--- src/rtl/audio_pkg.sv ---
// Shared audio definitions for the BGM sequencer and tone generator:
// scale-code width, rest code, default time unit and note-to-scale table.
package audio_pkg;

    localparam int unsigned SCALE_W         = 7;
    localparam int unsigned VOL_W           = 3;
    localparam int unsigned UNIT_CYCLES_DEF = 2078;

    localparam logic [SCALE_W-1:0] SCALE_REST = SCALE_W'(0);

    // Half-periods in time units of UNIT_CYCLES_DEF clocks at 100 MHz
    localparam logic [SCALE_W-1:0] SCALE_C4 = SCALE_W'(92);
    localparam logic [SCALE_W-1:0] SCALE_D4 = SCALE_W'(82);
    localparam logic [SCALE_W-1:0] SCALE_E4 = SCALE_W'(73);
    localparam logic [SCALE_W-1:0] SCALE_F4 = SCALE_W'(69);
    localparam logic [SCALE_W-1:0] SCALE_G4 = SCALE_W'(61);
    localparam logic [SCALE_W-1:0] SCALE_A4 = SCALE_W'(55);
    localparam logic [SCALE_W-1:0] SCALE_B4 = SCALE_W'(49);
    localparam logic [SCALE_W-1:0] SCALE_C5 = SCALE_W'(46);

    typedef enum logic [3:0] {
        NOTE_REST = 4'd0,
        NOTE_C4   = 4'd1,
        NOTE_D4   = 4'd2,
        NOTE_E4   = 4'd3,
        NOTE_F4   = 4'd4,
        NOTE_G4   = 4'd5,
        NOTE_A4   = 4'd6,
        NOTE_B4   = 4'd7,
        NOTE_C5   = 4'd8
    } note_e;

    function automatic logic [SCALE_W-1:0] note_to_scale(input note_e note);
        logic [SCALE_W-1:0] s;
        s = SCALE_REST;
        case (note)
            NOTE_C4: s = SCALE_C4;
            NOTE_D4: s = SCALE_D4;
            NOTE_E4: s = SCALE_E4;
            NOTE_F4: s = SCALE_F4;
            NOTE_G4: s = SCALE_G4;
            NOTE_A4: s = SCALE_A4;
            NOTE_B4: s = SCALE_B4;
            NOTE_C5: s = SCALE_C5;
            default: s = SCALE_REST;
        endcase
        return s;
    endfunction

endpackage

--- src/rtl/tone_gen_prescaler.sv ---
// Time-unit prescaler: counts 0..UNIT_CYCLES-1 with synchronous clear and
// flags the last count of each unit with a registered unit_tick.
module tone_prescaler
    import audio_pkg::*;
#(
    parameter int unsigned UNIT_CYCLES = UNIT_CYCLES_DEF
) (
    input  logic clk,
    input  logic rst,
    input  logic clr_i,
    output logic unit_tick_o
);

    localparam int unsigned CNT_W = (UNIT_CYCLES > 1) ? $clog2(UNIT_CYCLES) : 1;
    localparam logic [CNT_W-1:0] CNT_MAX = CNT_W'(UNIT_CYCLES - 1);

    logic [CNT_W-1:0] cnt_q, cnt_d;
    logic             tick_q, tick_d;

    always_comb begin
        cnt_d  = cnt_q;
        tick_d = 1'b0;
        if (clr_i || (cnt_q == CNT_MAX)) begin
            cnt_d = '0;
        end else begin
            cnt_d = cnt_q + CNT_W'(1);
        end
        // Registered decode of the count that will be held next cycle
        tick_d = (cnt_d == CNT_MAX);
    end

    always_ff @(posedge clk or posedge rst) begin
        if (rst) begin
            cnt_q  <= '0;
            tick_q <= 1'b0;
        end else begin
            cnt_q  <= cnt_d;
            tick_q <= tick_d;
        end
    end

    assign unit_tick_o = tick_q;

endmodule

--- src/rtl/tone_gen.sv ---
// Glitch-free square-wave tone generator driven by the sequencer's scale code.
// Optional TONE_GEN_VOLUME_EN adds a 3-bit PWM volume input.
module tone_gen
    import audio_pkg::*;
#(
    parameter int unsigned UNIT_CYCLES = UNIT_CYCLES_DEF
) (
    input  logic               clk,
    input  logic               rst,
    input  logic               en,
    input  logic [SCALE_W-1:0] scale,
`ifdef TONE_GEN_VOLUME_EN
    input  logic [VOL_W-1:0]   vol,
`endif
    output logic               audio,
    output logic               tone_active,
    output logic               period_tick
);

    logic [SCALE_W-1:0] scale_q, scale_d;
    logic [SCALE_W-1:0] cur_q, cur_d;
    logic [SCALE_W-1:0] hc_q, hc_d;
    logic               phase_q, phase_d;
    logic               audio_q, audio_d;
    logic               active_q, active_d;
    logic               ptick_q, ptick_d;
    logic               unit_tick;
    logic               pre_clr_c;

    // Prescaler only runs while a note is playing
    assign pre_clr_c = !en || (cur_q == SCALE_REST);

    tone_prescaler #(
        .UNIT_CYCLES(UNIT_CYCLES)
    ) u_prescaler (
        .clk        (clk),
        .rst        (rst),
        .clr_i      (pre_clr_c),
        .unit_tick_o(unit_tick)
    );

`ifdef TONE_GEN_VOLUME_EN
    logic [VOL_W-1:0] pwm_q, pwm_d;

    assign pwm_d = pwm_q + VOL_W'(1);

    always_ff @(posedge clk or posedge rst) begin
        if (rst) begin
            pwm_q <= '0;
        end else begin
            pwm_q <= pwm_d;
        end
    end
`endif

    // Note control: start from silence immediately, otherwise switch only at half-period ends
    always_comb begin
        scale_d = en ? scale : SCALE_REST;
        cur_d   = cur_q;
        hc_d    = hc_q;
        phase_d = phase_q;
        ptick_d = 1'b0;

        if (!en) begin
            cur_d   = SCALE_REST;
            hc_d    = '0;
            phase_d = 1'b0;
        end else if (cur_q == SCALE_REST) begin
            hc_d    = '0;
            phase_d = 1'b0;
            if (scale_q != SCALE_REST) begin
                cur_d   = scale_q;
                phase_d = 1'b1;
                ptick_d = 1'b1;
            end
        end else if (unit_tick) begin
            if (hc_q == (cur_q - SCALE_W'(1))) begin
                hc_d  = '0;
                cur_d = scale_q;
                if (scale_q == SCALE_REST) begin
                    phase_d = 1'b0;
                end else begin
                    phase_d = !phase_q;
                    ptick_d = !phase_q;
                end
            end else begin
                hc_d = hc_q + SCALE_W'(1);
            end
        end

        active_d = (cur_d != SCALE_REST);
`ifdef TONE_GEN_VOLUME_EN
        audio_d  = phase_d && (pwm_d < vol);
`else
        audio_d  = phase_d;
`endif
    end

    always_ff @(posedge clk or posedge rst) begin
        if (rst) begin
            scale_q  <= SCALE_REST;
            cur_q    <= SCALE_REST;
            hc_q     <= '0;
            phase_q  <= 1'b0;
            audio_q  <= 1'b0;
            active_q <= 1'b0;
            ptick_q  <= 1'b0;
        end else begin
            scale_q  <= scale_d;
            cur_q    <= cur_d;
            hc_q     <= hc_d;
            phase_q  <= phase_d;
            audio_q  <= audio_d;
            active_q <= active_d;
            ptick_q  <= ptick_d;
        end
    end

    assign audio       = audio_q;
    assign tone_active = active_q;
    assign period_tick = ptick_q;

endmodule
--- config.mk ---
export PLATFORM = sky130hd
export DESIGN_NAME = tone_gen
export DESIGN_NICKNAME = d
export VERILOG_FILES = /design/src/rtl/audio_pkg.sv /design/src/rtl/tone_gen_prescaler.sv /design/src/rtl/tone_gen.sv
export SDC_FILE = /design/constraint.sdc
export NUM_CORES = 1
export LEC_CHECK = 0
export ABC_AREA = 1
export BUFFER_PORTS_ARGS = -buffer_cell sky130_fd_sc_hd__buf_2
export CAP_MARGIN = 15
export CELL_PAD_IN_SITES_DETAIL_PLACEMENT = 1
export CELL_PAD_IN_SITES_GLOBAL_PLACEMENT = 1
export CORE_MARGIN = 2
export CORE_UTILIZATION = 42
export CTS_BUF_LIST = sky130_fd_sc_hd__clkbuf_8
export DETAILED_ROUTE_END_ITERATION = 6
export PLACE_DENSITY = 0.79
export RECOVER_POWER = 50
export SLEW_MARGIN = 40
export SYNTH_ARGS = -nofsm -noshare
export SYNTH_HDL_FRONTEND = slang
export SYNTH_SLANG_ARGS = --single-unit
--- constraint.sdc ---
create_clock -name clk -period 2.53 [get_ports clk]
set_input_delay 0.1265 -clock clk [delete_from_list [all_inputs] [get_ports clk]]
set_output_delay 0.1265 -clock clk [all_outputs]
set_load 0.02 [all_outputs]
==> results.txt, run 1 <==
For the post-cts resize count, the log shows 0. The total overflow left after global routing is 0. The maximum net fanout on the critical path is 9.

The die covers 5700 um^2. The number of antenna violations at the first check in global routing came out at 0. The kind of critical path is reg -> reg. Dividing the detail-routed via count by the number of cells gives 4.85.

For this design the top-level I/O count stands at 13. The average footprint of a synthesized cell was 7.41 um^2. Cell area after synthesis: 2150 um^2. After floorplanning, the core was divided into 26 placement rows. For this run, the number of Yosys warnings is 0.

The number of inserted diodes is 0, and the half-perimeter wire length of the detailed placement result is 4070 um. The endpoint of the worst setup timing path was tone_active. Routability-driven placement finished with a final weighted congestion of 0.900. The tools report the storage element area as 926 um^2. Internal power comes to 1.30 mW. The number of nets produced by synthesis is 305. Leaving out fill and tap cells, the most frequent cell in the layout is sky130_fd_sc_hd__nand2_1. In the routed design, unresolved DRC markers number 0.

In the layout the commonest cells are sky130_fd_sc_hd__nand2_1, sky130_fd_sc_hd__inv_1, sky130_fd_sc_hd__dfrtp_1, sky130_fd_sc_hd__nor2_1, sky130_fd_sc_hd__nand3_1. Counting cells, the worst reg-to-reg path comes to 15. In the global route stage, met1 resource usage came out at 26.8%. The number of sinks driven by the clock tree came out at 37. For the standard cell area after detailed placement, the log shows 2300 um^2. In this run the critical register-to-register path is launched from cur_q[0].

On the final layout, the worst hold slack is 0.0173 ns. Final critical delay including setup and external delays: 2.15 ns. The path type of the worst min-delay path is in -> reg. The synthesized instance count was 290; the via count of the first global-routing pass was 1930.

Slew at the pin with the worst max-slew slack: 0.891 ns. The antenna violation net count after detailed routing is 0, and the number of inserted filler cells in the final layout is 676. The power share of the clock group was 19.9%. The clock reaches the later pin of the worst-skew pair after 0.29 ns. In this run switching power makes up 44.3% of total power. The run gives 0 as the number of failing setup endpoints in the final timing report. The tools report the setup slack of the most critical reg-to-reg path as 0.38 ns. The run finished with clean final reports. The logs give 5250 um for the total wirelength of the detailed-routed design and 8980 um for the wire length of the first global-routing pass.

For this run, the detailed router's first-pass iteration total came to 4. The die outline height is 75.5 um. The final hold violation count was 0; the count of max-cap constraint violations was 0. The area overhead of the layout relative to synthesis came out at 11.9%. The tools report the clock tree root buffer cell as sky130_fd_sc_hd__clkbuf_8.

The tools report the element type at the critical path end as a register. The global-route met2 utilization was 37.4%; the final setup TNS was 0 ns. Counting the buffers created by CTS gives 5. The share of post-route cells with drive strength above 1 was 10.6%; the number of unique standard cell types used by synthesis was 26.

After routing the design area is 2400 um^2. Entering global routing, the biggest net connects 24 pins. For the final database, setup skew stands at 0.00513 ns. The routed layout has 1849 vias. TritonCTS built the clock tree. The worst setup path startpoint was cur_q[0]. The logs give 0.416 mV for the maximum vdd drop and 5010 um^2 for the area inside the core boundary. The required time reported for the critical path endpoint came out at 2.71 ns. After detailed routing, the average wire length per cell comes to 13.8 um.

The worst pin sits at a relative slew slack of 40.6%. The synthesized design contains 37 register bits. STA classifies the critical path startpoint as a register. At the end of the flow, the number of nets in the layout was 325. Timing would allow up to 0.465 GHz. The layer carrying the most global-route usage is met2. The final count of pins violating max slew was 0.

The sequential share of power was 33.5%. The count of port buffers added during placement is 12, and the proportion of power drawn by combinational gates is 46.6%. The worst register-to-register path ends at tone_active. For this design the static power due to leakage is 1.28 nW. The first routing iteration left 42 violations. The power density normalized to cell area was 970 nW/um^2; the cell depth of the worst hold path was 3. Horizontal die dimension: 75.5 um.

Setup repair after global routing left no endpoint under its margin. No sink is reached through more buffers than the 2 on the longest clock path. The run gives 43.1% as the sequential-to-total area share from yosys stat. Summing all multi-input logic gate instances after layout gives 986 um^2. In the finished design, the share of the clock period the worst path needs comes to 85.0%. STA puts the critical path data arrival time at 2.33 ns. Global routing consumed, over all layers together, 21.4% of the routing resources. Clock-pin slew was measured on the worst setup and hold paths at 0.07 ns. In this run the power spent charging and discharging nets is 1.03 mW. The number of H-tree branching levels was 2; the starting utilization of the core area was 42.9%.

The run gives 4.23% as the fraction of met3 tracks used by global routing.
==> cell type report <==
type,count,share of cell area (%)
Sequential cell,37,38.5
Timing Repair Buffer,17,3.85
Inverter,56,8.75
Clock buffer,7,4.01
Tap cell,70,3.64
Multi-Input combinational cell,193,41.0
Clock inverter,1,0.208
==> cell families after synthesis <==
group                    after synthesis  synth area share, %
AND/OR/NAND/NOR                      157                 33.5
buffers and inverters                 60                 11.0
flip-flops                            37                 43.1
AO/OA/AOI/OAI                         21                 5.36
XOR/XNOR                              10                 4.08
adder cells (fa/ha/maj)                5                 2.91
==> Yosys cell counts (all sizes together) <==
master  count  area share (%)
a31oi       1            0.29
nor2       41             8.3
nand2      70              12
nor4        1            0.29
buf         4             1.2
o21ai       7             1.6
ha          5             2.9
or2         2            0.58
xor2        5             2.0
inv        56             9.8
a21oi      10             2.3
o21bai      2            0.70
nor3        4            0.93
xnor2       5             2.0
nand3      24             6.6
a31o        1            0.41
dfrtp      37              43
nand4      12             3.5
nand3b      3             1.0
==> worst min path at each step <==
stage | start | end | slack, ns
floorplan | scale[0] | scale_q[0] | 0.23
finish | scale[0] | scale_q[0] | 0.02
global placement | scale[5] | scale_q[5] | 0.31
global route | scale[0] | scale_q[0] | 0.02
CTS | scale[0] | scale_q[0] | 0.02
detailed placement | rst | scale_q[6] | 0.19
==> critical path: stages (launching register included) <==
cell and delay, ns:
sky130_fd_sc_hd__dfrtp_1 0.43, sky130_fd_sc_hd__inv_1 0.11, sky130_fd_sc_hd__ha_1 0.30, sky130_fd_sc_hd__inv_1 0.04, sky130_fd_sc_hd__nand2_1 0.04, sky130_fd_sc_hd__nand2_1 0.05, sky130_fd_sc_hd__nor2_2 0.12, sky130_fd_sc_hd__nand3_2 0.09
sky130_fd_sc_hd__nor2_4 0.22, sky130_fd_sc_hd__nand3_4 0.15, sky130_fd_sc_hd__nand2_1 0.09, sky130_fd_sc_hd__nand3_1 0.07, sky130_fd_sc_hd__nand2_1 0.10, sky130_fd_sc_hd__nand2_1 0.06, sky130_fd_sc_hd__nor2_1 0.10, sky130_fd_sc_hd__nand2_1 0.06
==> power groups by stage <==
stage	registers [mW]	logic (mW)	clock network, mW
2_1_floorplan	0.788	0.837	0
3_3_place_gp	0.790	1.06	0
3_5_place_dp	0.796	1.09	0
4_1_cts	0.783	1.10	0.470
5_1_grt	0.797	1.26	0.498
6_report	0.782	1.09	0.463
==> state kept, by name (all words and copies together), names as in the netlist <==
name,flops
u_prescaler.cnt_q,12
cur_q,7
hc_q,7
scale_q,7
audio,1
period_tick,1
tone_active,1
u_prescaler.unit_tick_o,1
==> routing by layer <==
layer / vias to the layer above / part of all wire [%]
li1: 940 / -
met1: 880 / 47
met2: 20 / 49
met3: 9 / 2.3
met4: 0 / 1.8
met5: - / 0
==> metrics by stage <==
step / power, mW / cells / util (%) / setup WS [ns]
after floorplan: 1.63 / 290 / - / 0.648
after global placement: 1.85 / 372 / 45.9 / 0.464
after detailed placement: 1.88 / 372 / 45.9 / 0.368
after CTS: 2.36 / 381 / 48.1 / 0.350
after global routing: 2.55 / 381 / 48.0 / 0.117
final: 2.33 / 381 / 48.0 / 0.380
==> what timing repair did <==
action                    CTS  global route
hold endpoints to repair   21             0
buffers inserted            0             0
hold buffers                1             0
Power figures use the tool's default switching activity.
==> run 2: changes to the inputs <==
==> constraint.sdc (replaced) <==
create_clock -name clk -period 2.2 [get_ports clk]
set_input_delay 0.11 -clock clk [delete_from_list [all_inputs] [get_ports clk]]
set_output_delay 0.11 -clock clk [all_outputs]
set_load 0.02 [all_outputs]
==> run 2 against run 1 <==
Compared with the run above: combinational power is 17% higher; global-route usage is 1.8 points lower; power is 11% higher; critical path type unchanged; critical endpoint unchanged; largest power group unchanged.
==> results.txt, run 2 (synthesized netlist as in run 1, its figures left out) <==
The critical path's most frequent cell is sky130_fd_sc_hd__nand2_1. met2 is the most crowded layer. In this run, the number of DRC markers left after iteration 0 of detailed routing was 70. TritonCTS built the clock tree. The critical path in this run is classified as reg -> reg. Maximum clock rate: 0.505 GHz. The total wirelength of the detailed-routed design was 5030 um; the area overhead of the layout relative to synthesis was 11.9%. Once the floorplan was initialized, standard cells occupied 42.9% of the core.

The final setup TNS came out at 0 ns. The first detailed-routing pass took 4 iterations. For the largest net degree at the start of global routing, the log shows 38.

The cell depth of the worst hold path is 3, and the power density normalized to cell area is 1080 nW/um^2. Via count of the first global-routing pass: 1838. The standard-cell row count was 26; the post-detailed-route wirelength per cell was 13.2 um. The die outline height was 75.5 um. The final count of pins violating max slew was 0.

In this run the tool buffered the top-level ports with 12 buffer cells. Once detail routing completed, the nets flagged for antenna violations numbered 0. For the worst setup path, the data required time is 2.42 ns. The flow ran to the end, and the final reports show no timing, DRC or antenna violations. The final hold violation count came out at 0.

The relative slew slack came out at 36.9%. Counting the buffers created by CTS gives 5. Clock-pin slew was measured on the worst setup and hold paths at 0.07 ns. Final net count: 328.

The number of buffer and inverter stages on the critical path came out at 2. Setup violations remaining at the end of the flow were counted as 0. The logs give 2 for the number of buffers on the longest clock path and 0.29 ns for the latest clock arrival within the worst-skew pair. Setup repair after global routing left no endpoint under its margin.

Traced cell by cell, the critical path runs through inv_1 > ha_1 > nand2_1 > nand2_1 > nor2_2 > nand3_2 > nor2_4 > buf_4 > nand4_1 > nand3_1 > nand2_1 > nand2_1 > nor2_1 > nand2_1. The depth of the worst register-to-register path is 14. The remaining design rule violation count was 0. The first global-routing pass estimated 8400 um of wire. For this run, global-route usage on met3 was measured as 3.97%. The total track usage was 19.5%; the number of inserted diodes was 0.

Broken down by cell family, the worst path's largest delay share belongs to simple AND/OR/NAND/NOR gates. Critical path launch point type: a register. The core region is 5010 um^2. The path with the worst hold slack has its endpoint at scale_q[3].

The maximum net fanout on the critical path is 7, and the final standard cell area without fillers is 2400 um^2. Critical-path cell with the highest stage delay: sky130_fd_sc_hd__dfrtp_2. Path type of the worst min-delay path: in -> reg. Summing all placed instances gives a cell area of 2310 um^2. STA classifies the critical path endpoint as a register. Across the VDD grid, the largest voltage drop is 0.423 mV. The global routing met1 resource utilization was 25.4%. Across all layers, the routed design uses 1864 vias.

Tracing the worst setup path back leads to its startpoint at cur_q[0]. Detailed placement ended at an HPWL of 3940 um. The slew at the pin with the worst max-slew slack is 0.947 ns. For the finished layout, the period the worst path requires is 1.98 ns. The setup slack of the most critical reg-to-reg path came out at 0.22 ns. The run gives 0.834 as the weighted congestion reported at the end of routability-driven placement. After global routing the overflow that remains totals 0. The worst setup skew after layout came out at 0.0107 ns. For the worst endpoint data arrival time, the log shows 2.20 ns.

Dividing the detail-routed via count by the number of cells gives 4.88. Die area: 5700 um^2. In the final layout, the share of cells above drive strength 1 is 12.2%. The startpoint identified for the worst register-to-register timing path is cur_q[0].

The register with the most flip-flops in the final layout is u_prescaler.cnt_q. The capture point of the worst reg-to-reg path was tone_active. The number of antenna violations at the first check in global routing was 0; the global-route met2 utilization was 33.2%. Clock tree synthesis selected as its root buffer the cell sky130_fd_sc_hd__clkbuf_8. The H-tree was split into 2 levels. The flip-flop count of the largest register, all copies and words added is 12, and the count of max-cap constraint violations is 0. The clock net in this run drives a total of 37 sinks. The horizontal die dimension is 75.5 um. The worst path uses 90.1% of the clock period.

In this run the count of I/O pins placed on the die edge is 13. The delay of the slowest cell on the worst path works out to 0.42 ns. The startpoint identified for the worst hold timing path is scale[3]. Leaving out fill and tap cells, the most frequent cells in the layout are sky130_fd_sc_hd__nand2_1, sky130_fd_sc_hd__inv_1, sky130_fd_sc_hd__dfrtp_1, sky130_fd_sc_hd__nor2_1, sky130_fd_sc_hd__nand3_1. The most common cell after layout, fill and taps aside is sky130_fd_sc_hd__nand2_1. For this design the static power due to leakage is 1.29 nW.
[run 2: worst max-delay path by stage]
| stage | endpoint | cells past startpoint |
|---|---|---|
| floorplan | tone_active | 15 |
| global placement | tone_active | 15 |
| detailed placement | tone_active | 15 |
| CTS | tone_active | 15 |
| global route | tone_active | 15 |
| finish | tone_active | 14 |
[run 2: tightest hold or removal path: stages]
cell                      delay (ns)
sky130_fd_sc_hd__buf_2          0.07
sky130_fd_sc_hd__nand2_1        0.04
sky130_fd_sc_hd__inv_1          0.04
[run 2: cell type report]
type | instances | area [um^2]
multi-input cells | 193 | 986
repair buffers | 20 | 119
inverters | 56 | 210
flip-flops and latches | 37 | 927
clock buffers | 5 | 68.8
clock inverters | 1 | 5.00
well taps | 70 | 87.6
fillers | 689 | 2610
[run 2: stage by stage]
| stage | worst slack [ns] | power (mW) | util [%] | hold slack [ns] | cells |
|---|---|---|---|---|---|
| floorplan | 0.318 | 1.87 | - | 0.214 | 290 |
| global placement | 0.181 | 2.14 | 46.1 | 0.242 | 373 |
| detailed placement | 0.149 | 2.17 | 46.1 | 0.260 | 373 |
| CTS | 0.125 | 2.61 | 47.7 | 0.00462 | 380 |
| global route | 0.00362 | 2.86 | 48.0 | 0.00991 | 382 |
| finish | 0.218 | 2.60 | 48.0 | 0.0100 | 382 |
[run 2: what timing repair did]
item | 4_1_cts | 5_1_grt
endpoints found under the hold margin | 37 | 0
hold buffers | 1 | 0
setup endpoints to repair | 0 | 2
setup buffers | 0 | 2
gates resized for setup | 0 | 1
[run 2: power breakdown]
group	switching (mW)	internal [mW]
Combinational	0.812	0.455
Sequential	0.107	0.786
Clock	0.228	0.208
[run 2: metal layers]
layer  wire length [um]  vias to the layer above
met3                148                        7
met1               2310                      898
met2               2520                       18
met4                 60                        0
li1                   -                      941
met5                  0                        -
==> run 3: changes to the inputs <==
--- a/config.mk
+++ b/config.mk
@@ -10,6 +10,7 @@
 export CAP_MARGIN = 15
 export CELL_PAD_IN_SITES_DETAIL_PLACEMENT = 1
 export CELL_PAD_IN_SITES_GLOBAL_PLACEMENT = 1
+export CORE_ASPECT_RATIO = 0.8
 export CORE_MARGIN = 2
 export CORE_UTILIZATION = 42
 export CTS_BUF_LIST = sky130_fd_sc_hd__clkbuf_8
==> run 3 against run 2 <==
Compared with the run above: worst hold slack worse by 0.0013 ns; wire length is 7.1% higher; sequential cell count is the same; die area is essentially flat; cell count decreased by 0.52%; clock power up 40%; clock skew decreased by 0.0091 ns; final area up 2.8%; non-clock buffer count rose by 3.
==> results.txt, run 3 (synthesized netlist as in run 1, its figures left out) <==
The worst hold path belongs to the class in -> reg. The repair_antennas step left the layout with diodes totalling 0. Antenna violation net count after detailed routing: 0. For the total wirelength of the detailed-routed design, the log shows 5390 um. After detailed routing, the number of remaining DRC violations is 0. The most common cell after layout, fill and taps aside is sky130_fd_sc_hd__nand2_1.

The worst setup path is launched from a register. The final hold violation count was 0. The pre-antenna-repair detailed-routing pass consisted of 4 iterations.

The proportion of power drawn by combinational gates is 47.5%, and the clock-pin transition on the worst setup and hold timing paths is 0.07 ns. The post-detailed-route wirelength per cell was 14.2 um; the largest net degree at the start of global routing was 38. For this run, the total global-route usage over all layers was measured as 20.8%. Number of placed instances, taps included: 367. Switching portion of total power: 42.7%.

The kind of critical path is reg -> reg. The logs give 0 for the total overflow reported by the global router and 21.2% for the power share of the clock group. The number of buffer and inverter stages on the critical path came out at 2. For the weighted congestion reported at the end of routability-driven placement, the log shows 0.791.

Walking the worst path, the cells encountered are inv_1 > ha_1 > nand2_1 > nand2_1 > nor2_2 > nand3_2 > nor2_4 > nand3_2 > nand2_1 > nand3_1 > nand2_1 > inv_1 > nor2_1 > nand2_1. The slowest stage of the critical path belongs to the cell sky130_fd_sc_hd__dfrtp_2. The number of failing setup endpoints in the final timing report was 0.

The run gives 0.465 mV as the maximum vdd drop. Once the floorplan was initialized, standard cells occupied 43.2% of the core. Among the stages of the critical path, the cell type that occurs most often is sky130_fd_sc_hd__nand2_1.

Power density normalized to cell area: 1170 nW/um^2. The share of the clock period used by the worst path came out at 91.5%. The design draws 2.89 mW. In this design, the stage delay of the slowest critical-path cell is 0.43 ns. Horizontal die dimension: 84.0 um. Leaving out filler cells and counting taps, the final layout contains 380.

For the sequential share of power, the log shows 31.3%. The tools report the number of antenna violations at the first check in global routing as 0. TritonCTS built the clock tree. The maximum clock rate came out at 0.497 GHz. The register bank with the most flops is u_prescaler.cnt_q. Data arrives at the worst endpoint at 2.19 ns. The final setup TNS came out at 0 ns. STA classifies the critical path endpoint as a register. The tools report the standard-cell row count as 23. The run gives 0 as the count of max-cap constraint violations. Of all nets on the critical path, the largest fanout is 4.

The clock tree root buffer cell was sky130_fd_sc_hd__clkbuf_8. The die is 68.0 um tall. The logs give 624 for the number of inserted filler cells in the final layout and 4980 um^2 for the area inside the core boundary. At the pin with the least slew margin, the transition time is 0.936 ns. Via count of the first global-routing pass: 1927. Between clock sinks in the finished design, the worst skew comes to 0.00161 ns. The internal portion of the total power is 1.65 mW. The die area was 5710 um^2. Among cell families on the critical path, the largest total delay comes from simple AND/OR/NAND/NOR gates. The net count of the finished layout is 332. The cell leakage power was 1.33 nW; the final critical delay including setup and external delays was 2.01 ns.

In this run the cell area measured after placement is 2310 um^2. Latest clock arrival within the worst-skew pair: 0.28 ns. Leaving out fill and tap cells, the most frequent cells in the layout are sky130_fd_sc_hd__nand2_1, sky130_fd_sc_hd__inv_1, sky130_fd_sc_hd__dfrtp_1, sky130_fd_sc_hd__nor2_1, sky130_fd_sc_hd__nand3_1. The tree built by TritonCTS fans out to 37 sinks.

The register with the most flip-flops in the layout has 12 of them. Detailed placement ended at an HPWL of 4080 um. In the routed layout, each cell is associated on average with a via count of 4.96. After the first detailed-routing iteration, the DRC count stood at 113. The flow ran to the end, and the final reports show no timing, DRC or antenna violations.

The final count of pins violating max slew was 0. STA puts the critical path data required time at 2.38 ns. The routed via count is 1885. Compared with the post-synthesis result, the final layout area differs by 15.0%. The first global-routing pass estimated 9270 um of wire.

Counting the buffers created by CTS gives 5. The clock passes through at most 2 buffers. The share of post-route cells with drive strength above 1 is 13.8%, and the total net switching power is 1.23 mW.

In this run the count of I/O pins placed on the die edge is 13. The run gives 2 as the number of H-tree branching levels. The count of port buffers added during placement is 12, and the final standard cell area without fillers is 2470 um^2. Headroom to the max-slew limit came out at 37.6%.
-- run 3: worst min-delay path: stages --
cell,delay [ns]
sky130_fd_sc_hd__buf_2,0.07
sky130_fd_sc_hd__nand2_1,0.04
sky130_fd_sc_hd__inv_1,0.04
-- run 3: what timing repair did --
item / in CTS / in global routing
gates resized for setup: 0 / 1
endpoints found under the setup margin: 0 / 6
hold buffers: 1 / 0
hold endpoints to repair: 37 / 0
setup buffers: 0 / 3
-- run 3: final timing paths --
check / cells after the start / slack (ns) / endpoint / startpoint
hold reg to reg: 2 / 0.54 / audio / audio
hold / removal: 3 / 0.009 / scale_q[0] / scale[0]
min in group asynchronous: 4 / 0.66 / scale_q[2] / rst
max in group asynchronous: 4 / 0.89 / cur_q[0] / rst
setup / recovery: 14 / 0.19 / tone_active / cur_q[0]
setup reg to reg: 14 / 0.19 / tone_active / cur_q[0]
-- run 3: stage by stage --
step	utilization, %	hold WS (ns)	setup slack (ns)
global route	49.6	0.00796	-0.0173
finish	49.6	0.00870	0.187
floorplan	-	0.214	0.318
global placement	46.4	0.244	0.136
CTS	49.0	0.00218	0.0628
detailed placement	46.4	0.254	0.0851
-- run 3: area by class of cell --
| cell class | count | area (um^2) | area share [%] |
|---|---|---|---|
| multi-input cells | 194 | 996 | 40.3 |
| well taps | 62 | 77.6 | 3.14 |
| inverters | 56 | 210 | 8.51 |
| flip-flops and latches | 37 | 927 | 37.5 |
| clock buffers | 6 | 82.6 | 3.34 |
| clock inverters | 2 | 33.8 | 1.37 |
| repair buffers | 23 | 143 | 5.78 |
-- run 3: routing by layer --
layer	global-route usage [%]	wire length [um]
met1	30.3	2850
met2	32.9	2350
met3	3.26	162
met4	4.84	26
met5	0	0
-- run 3: power groups by stage --
stage | Sequential, mW | Clock [mW] | Combinational (mW)
3_3_place_gp | 0.911 | 0 | 1.28
6_report | 0.903 | 0.611 | 1.37
4_1_cts | 0.904 | 0.623 | 1.32
5_1_grt | 0.917 | 0.651 | 1.57
2_1_floorplan | 0.906 | 0 | 0.963
3_5_place_dp | 0.918 | 0 | 1.31
